File: config.mk
export PLATFORM = sky130hd
export DESIGN_NAME = wdgrv_svc_master
export DESIGN_NICKNAME = d
export VERILOG_FILES = /design/src/rtl/wdgrv_svc_master.sv
export SDC_FILE = /design/constraint.sdc
export NUM_CORES = 1
export LEC_CHECK = 0
export CORE_UTILIZATION = 27
export CTS_CLUSTER_SIZE = 30
export DETAILED_ROUTE_END_ITERATION = 10
export GPL_ROUTABILITY_DRIVEN = 1
export SLEW_MARGIN = 20
export SYNTH_ARGS = -nofsm -noshare
export SYNTH_HDL_FRONTEND = slang
export SYNTH_SLANG_ARGS = --single-unit
export TNS_END_PERCENT = 100
File: constraint.sdc
create_clock -name i_clk -period 4.1 [get_ports i_clk]
set_input_delay 0.82 -clock i_clk [delete_from_list [all_inputs] [get_ports i_clk]]
set_output_delay 0.82 -clock i_clk [all_outputs]
set_load 0.005 [all_outputs]
File: src/rtl/wdgrv_svc_master.sv
// Purpose: service agent for the WdgRV watchdog. It arms the watchdog, then polls WDCSR and kicks WDCNT each period, and it also disarms.
// Latency: a request is raised one cycle after its state is entered, and o_req drops the cycle after i_ack is sampled.
// Backpressure: o_req and its fields are held until i_ack. After ACK_TIMEOUT wait cycles the request is aborted (o_bus_err).
module wdgrv_svc_master #(
  parameter int KICK_PERIOD = 1000,
  parameter int ACK_TIMEOUT = 16
) (
  input  logic        i_clk,
  input  logic        i_rst,
  input  logic        i_cfg_start,
  input  logic [9:0]  i_cfg_wtocnt,
  input  logic        i_stop,
  output logic        o_req,
  output logic        o_write,
  output logic [2:0]  o_addr,
  output logic [31:0] o_wdata,
  output logic [3:0]  o_strb,
  input  logic        i_ack,
  input  logic [31:0] i_rdata,
  output logic        o_armed,
  output logic        o_busy,
  output logic [31:0] o_csr_snap,
  output logic        o_s1wto,
  output logic        o_s2wto,
  output logic        o_bus_err
);

  localparam logic [2:0] S_IDLE    = 3'd0;
  localparam logic [2:0] S_CFG_WR  = 3'd1;
  localparam logic [2:0] S_ARMED   = 3'd2;
  localparam logic [2:0] S_POLL_RD = 3'd3;
  localparam logic [2:0] S_KICK_WR = 3'd4;
  localparam logic [2:0] S_STOP_WR = 3'd5;

  localparam int PER_W  = $clog2(KICK_PERIOD);
  localparam int WAIT_W = $clog2(ACK_TIMEOUT + 1);
  localparam logic [PER_W-1:0]  PER_LAST  = PER_W'(KICK_PERIOD - 1);
  localparam logic [WAIT_W-1:0] WAIT_LAST = WAIT_W'(ACK_TIMEOUT - 1);

  logic [2:0]        state_q, state_d, next_s;
  logic              req_q, req_d;
  logic              write_q, write_d;
  logic [2:0]        addr_q, addr_d;
  logic [31:0]       wdata_q, wdata_d;
  logic [3:0]        strb_q, strb_d;
  logic              armed_q, armed_d;
  logic [31:0]       snap_q, snap_d;
  logic              bus_err_q, bus_err_d;
  logic [PER_W-1:0]  per_q, per_d;
  logic [WAIT_W-1:0] wait_q, wait_d;
  logic [9:0]        wto_q, wto_d;
  logic              pend_stop_q, pend_stop_d;
  logic              pend_start_q, pend_start_d;
  logic [9:0]        pend_wto_q, pend_wto_d;

  // A command seen this cycle merges with one that is already pending.
  // The wtocnt of the newest start wins.
  logic       cmd_stop, cmd_start;
  logic [9:0] cmd_wto;
  assign cmd_stop  = pend_stop_q | i_stop;
  assign cmd_start = pend_start_q | i_cfg_start;
  assign cmd_wto   = i_cfg_start ? i_cfg_wtocnt : pend_wto_q;

  // Next-state logic for the sequencer, the bus request and the pending commands.
  always_comb begin
    state_d      = state_q;
    next_s       = S_IDLE;
    req_d        = req_q;
    write_d      = write_q;
    addr_d       = addr_q;
    wdata_d      = wdata_q;
    strb_d       = strb_q;
    armed_d      = armed_q;
    snap_d       = snap_q;
    bus_err_d    = 1'b0;
    per_d        = per_q;
    wait_d       = wait_q;
    wto_d        = wto_q;
    pend_stop_d  = pend_stop_q;
    pend_start_d = pend_start_q;
    pend_wto_d   = pend_wto_q;

    case (state_q)
      S_IDLE: begin
        pend_stop_d  = 1'b0;
        pend_start_d = 1'b0;
        if (i_stop) begin
          state_d = S_STOP_WR;
        end else if (i_cfg_start) begin
          state_d = S_CFG_WR;
          wto_d   = i_cfg_wtocnt;
        end
      end

      S_ARMED: begin
        if (cmd_stop) begin
          state_d      = S_STOP_WR;
          pend_stop_d  = 1'b0;
          pend_start_d = 1'b0;
        end else if (cmd_start) begin
          state_d      = S_CFG_WR;
          wto_d        = cmd_wto;
          pend_start_d = 1'b0;
        end else if (per_q == PER_LAST) begin
          state_d = S_POLL_RD;
        end else begin
          per_d = per_q + 1'b1;
        end
      end

      S_CFG_WR, S_POLL_RD, S_KICK_WR, S_STOP_WR: begin
        // Commands that arrive mid-transaction wait for the ack.
        if (i_stop) pend_stop_d = 1'b1;
        if (i_cfg_start) begin
          pend_start_d = 1'b1;
          pend_wto_d   = i_cfg_wtocnt;
        end

        if (!req_q) begin
          // Issue the transaction for this state.
          req_d  = 1'b1;
          wait_d = '0;
          case (state_q)
            S_CFG_WR: begin
              write_d = 1'b1; addr_d = 3'h0; strb_d = 4'hF;
              wdata_d = {18'b0, wto_q, 2'b00, 1'b0, 1'b1};
            end
            S_POLL_RD: begin
              write_d = 1'b0; addr_d = 3'h0; strb_d = 4'h0; wdata_d = 32'h0;
            end
            S_KICK_WR: begin
              write_d = 1'b1; addr_d = 3'h4; strb_d = 4'hF; wdata_d = 32'h0;
            end
            default: begin
              write_d = 1'b1; addr_d = 3'h0; strb_d = 4'hF;
              wdata_d = {18'b0, wto_q, 4'b0000};
            end
          endcase
        end else if (i_ack) begin
          req_d   = 1'b0;
          write_d = 1'b0;
          addr_d  = 3'h0;
          wdata_d = 32'h0;
          strb_d  = 4'h0;
          wait_d  = '0;
          per_d   = '0;
          case (state_q)
            S_CFG_WR: begin
              armed_d = 1'b1;
              next_s  = S_ARMED;
            end
            S_POLL_RD: begin
              snap_d = i_rdata;
              if (i_rdata[3]) begin
                armed_d = 1'b0;
                next_s  = S_IDLE;
              end else begin
                next_s  = S_KICK_WR;
              end
            end
            S_KICK_WR: next_s = S_ARMED;
            default: begin
              armed_d = 1'b0;
              next_s  = S_IDLE;
            end
          endcase
          // A pending stop beats a pending start. Executing either command clears both.
          if (cmd_stop) begin
            state_d      = S_STOP_WR;
            pend_stop_d  = 1'b0;
            pend_start_d = 1'b0;
          end else if (cmd_start) begin
            state_d      = S_CFG_WR;
            wto_d        = cmd_wto;
            pend_start_d = 1'b0;
          end else begin
            state_d = next_s;
          end
        end else if (wait_q == WAIT_LAST) begin
          // The slave has not answered in time: abandon the transaction and everything queued.
          req_d        = 1'b0;
          write_d      = 1'b0;
          addr_d       = 3'h0;
          wdata_d      = 32'h0;
          strb_d       = 4'h0;
          wait_d       = '0;
          bus_err_d    = 1'b1;
          armed_d      = 1'b0;
          pend_stop_d  = 1'b0;
          pend_start_d = 1'b0;
          state_d      = S_IDLE;
        end else begin
          wait_d = wait_q + 1'b1;
        end
      end

      default: state_d = S_IDLE;
    endcase
  end

  // State registers with synchronous reset. A reset mid-transaction simply drops o_req.
  always_ff @(posedge i_clk) begin
    if (i_rst) begin
      state_q      <= S_IDLE;
      req_q        <= 1'b0;
      write_q      <= 1'b0;
      addr_q       <= 3'h0;
      wdata_q      <= 32'h0;
      strb_q       <= 4'h0;
      armed_q      <= 1'b0;
      snap_q       <= 32'h0;
      bus_err_q    <= 1'b0;
      per_q        <= '0;
      wait_q       <= '0;
      wto_q        <= 10'h0;
      pend_stop_q  <= 1'b0;
      pend_start_q <= 1'b0;
      pend_wto_q   <= 10'h0;
    end else begin
      state_q      <= state_d;
      req_q        <= req_d;
      write_q      <= write_d;
      addr_q       <= addr_d;
      wdata_q      <= wdata_d;
      strb_q       <= strb_d;
      armed_q      <= armed_d;
      snap_q       <= snap_d;
      bus_err_q    <= bus_err_d;
      per_q        <= per_d;
      wait_q       <= wait_d;
      wto_q        <= wto_d;
      pend_stop_q  <= pend_stop_d;
      pend_start_q <= pend_start_d;
      pend_wto_q   <= pend_wto_d;
    end
  end

  assign o_req      = req_q;
  assign o_write    = write_q;
  assign o_addr     = addr_q;
  assign o_wdata    = wdata_q;
  assign o_strb     = strb_q;
  assign o_armed    = armed_q;
  assign o_busy     = (state_q != S_IDLE) && (state_q != S_ARMED);
  assign o_csr_snap = snap_q;
  assign o_s1wto    = snap_q[2];
  assign o_s2wto    = snap_q[3];
  assign o_bus_err  = bus_err_q;

endmodule
==> impl_metrics.json <==
{
  "drt-initial-drc-count": 162,
  "clk_latency_ns": 0.34,
  "postCtsHoldBufs": 0,
  "gp_congestion": 0.766,
  "drc": 0,
  "yosys.area_share.simple_pct": 23.1,
  "maxCapViolCount": 0,
  "grt_pass1_vias": 3101,
  "fp.dieW_microns": 121,
  "layout.nets": 599,
  "rows": 43,
  "synth_top_family_by_area": "simple AND/OR/NAND/NOR gates",
  "rsz0062_at_grt": "no",
  "clock_path_buffers": 2,
  "diodes": 0,
  "synth_seq_cells": 88,
  "tritoncts": "yes",
  "clock-sinks": 88,
  "vdd_drop_max_mv": 0.193,
  "slew_violations": 0,
  "clock-skew-final_ns": 0.00950,
  "yosysMostFrequentCell": "nand2_1",
  "synth_area_per_cell_sq_um": 8.18,
  "drive_gt1_share_pct": 5.41,
  "fmax_mhz": 386,
  "track_usage_pct": 13.0,
  "synth_ff_type": "dfxtp_1",
  "finalCriticalPeriod_ns": 2.59,
  "crit_required_ns": 4.36,
  "synthAdderAreaFrac_pct": 0.652,
  "cp.arrival_ns": 2.85,
  "criticalPathCategory": "input pin to flop",
  "grt-ovfl-total": 0,
  "avgRoutedWirePerCell_microns": 12.4,
  "synthMuxAreaShare_pct": 3.16,
  "yosys.cell_types.count": 51,
  "setup_viol_count_final": 0,
  "routed_wl_microns": 9140,
  "ioPinCount": 125,
  "min_path_type": "flop to flop",
  "tightest_slew_ns": 0.946,
  "synthCells": 469,
  "yosysSeqAreaShare_pct": 45.9,
  "final_util_pct": 37.0,
  "yosys.area.top_type": "dfxtp_1",
  "synth_top_area_share_pct": 45.9,
  "crit_fanout": 14,
  "drt.antenna.violating_nets": 0,
  "grt_pass1_wl_microns": 15000,
  "ys_warn_count": 0,
  "cts_root_buf": "clkbuf_16",
  "p_total_mw": 2.31,
  "finalCritPeriodShare_pct": 63.2,
  "end_kind": "flop",
  "power.density_cell_area_mw_per_mm2": 450,
  "cts_resized": 0,
  "grt_max_degree": 52,
  "core_area_sq_mm": 0.0139,
  "die_area_sq_mm": 0.0147,
  "grt_antenna_before_repair": 0,
  "first_pass_iters": 4,
  "syn2layout_area_growth_pct": 34.0,
  "io_buffers": 101,
  "synth_xor_area_share_pct": 0.456,
  "die_h_microns": 121,
  "htreeDepth": 3,
  "clk_pin_slew_ns": 0.06,
  "slew_headroom_pct": 36.9,
  "initial_core_util_pct": 27.6,
  "synthTopCellsByCount": "93 x nand2_1, 88 x dfxtp_1, 60 x a21oi_1",
  "synth_edf_count": 0,
  "leakage_nw": 1.80,
  "routed_via_density": 4.61,
  "finalSetupTns_ns": 0,
  "synth_compound_area_share_pct": 17.1,
  "synth_area_leaders": "dfxtp_1 46%, nand2_1 9.1%, a21oi_1 7.8%, buf_4 5.9%, nor2_1 3.8%",
  "syn_area_sq_mm": 0.00384,
  "dp_hpwl_microns": 6520,
  "cts_inserted_buffers": 9,
  "cp-start-kind": "input pin",
  "hold_viol": 0,
  "status": "completed",
  "async_flop_share_pct": 0,
  "postCtsSetupBuffers": 0,
  "vias": 3391
}
-- report_power, final --
group | internal [mW] | total (mW) | switching (mW) | leakage, nW
registers | 0.922 | 0.984 | 0.0622 | 0.713
logic | 0.237 | 0.528 | 0.291 | 0.946
clock network | 0.473 | 0.801 | 0.329 | 0.143
-- cells by family (layout without fill, tap and decap cells) --
logic type | Yosys count | after routing
AND/OR/NAND/NOR | 192 | 192
AO/OA/AOI/OAI | 109 | 109
flip-flops | 88 | 88
buffers and inverters | 63 | 127
multiplexers | 12 | 12
adder cells (fa/ha/maj) | 2 | 2
XOR/XNOR | 2 | 2
other | 1 | 23
-- cell type report --
type | count | area [sq um]
fillers | 1445 | 8740
multi-input cells | 340 | 1800
flip-flops and latches | 88 | 1760
repair buffers | 106 | 1040
clock buffers | 11 | 233
well taps | 180 | 225
clock inverters | 5 | 57.6
inverters | 5 | 18.8
-- state kept, by name, indices dropped and copies added, names as in the netlist --
register	count
per_q	10
wto_q	10
wait_q	5
o_wdata	11
pend_wto_q	10
o_armed	1
o_strb	1
state_q	3
o_req	1
pend_start_q	1
o_bus_err	1
pend_stop_q	1
o_csr_snap	32
o_addr	1
-- placed cells by master, fill, tap and decap left out, types with 2 or more instances in the layout --
cell / instances
nor4_1: 2
a32oi_1: 2
mux2i_1: 11
and3_1: 3
and2_1: 2
ha_1: 2
clkinv_4: 2
or4_1: 2
clkinv_2: 2
dfxtp_1: 88
nor2_1: 38
o21ai_0: 8
a211oi_1: 12
nand4b_1: 2
a22oi_1: 12
buf_4: 5
o31ai_1: 3
conb_1: 23
nand2b_1: 5
clkdlybuf4s50_1: 100
nor2b_1: 4
or3_1: 6
xnor2_1: 2
clkbuf_1: 2
nor3_1: 5
inv_1: 4
clkbuf_16: 9
a21oi_1: 60
nand3_1: 19
nand2_1: 93
-- stage by stage --
stage	cell area (sq um)	hold slack [ns]	setup slack [ns]	instances
3_3_place_gp	4840	0.440	1.23	719
2_1_floorplan	3920	0.436	1.91	491
3_5_place_dp	4840	0.446	1.20	719
5_1_grt	5140	0.468	1.32	735
4_1_cts	5130	0.455	1.55	735
6_report	5140	0.451	1.51	735
-- worst max-delay path, cell delays in order --
cell             delay (ns)
clkdlybuf4s50_1        0.70
and2_1                 0.23
nand3_1                0.17
a21boi_2               0.27
or4_1                  0.52
a21oi_1                0.14
-- metal layers --
metal / part of all wire, % / GRT usage, %
met1: 46 / 16.2
met4: 1.9 / 6.10
met5: 0 / 0
met3: 8.2 / 5.17
met2: 44 / 19.6
-- path summary, 6_finish.rpt --
kind	startpoint	endpoint	slack (ns)	cells after the start
setup / recovery	i_ack	per_q[9]	1.51	6
hold / removal	pend_wto_q[0]	pend_wto_q[0]	0.45	2
setup reg to reg	state_q[1]	state_q[0]	1.95	6
hold reg to reg	pend_wto_q[0]	pend_wto_q[0]	0.45	2
(Power assumes the default switching activity.)
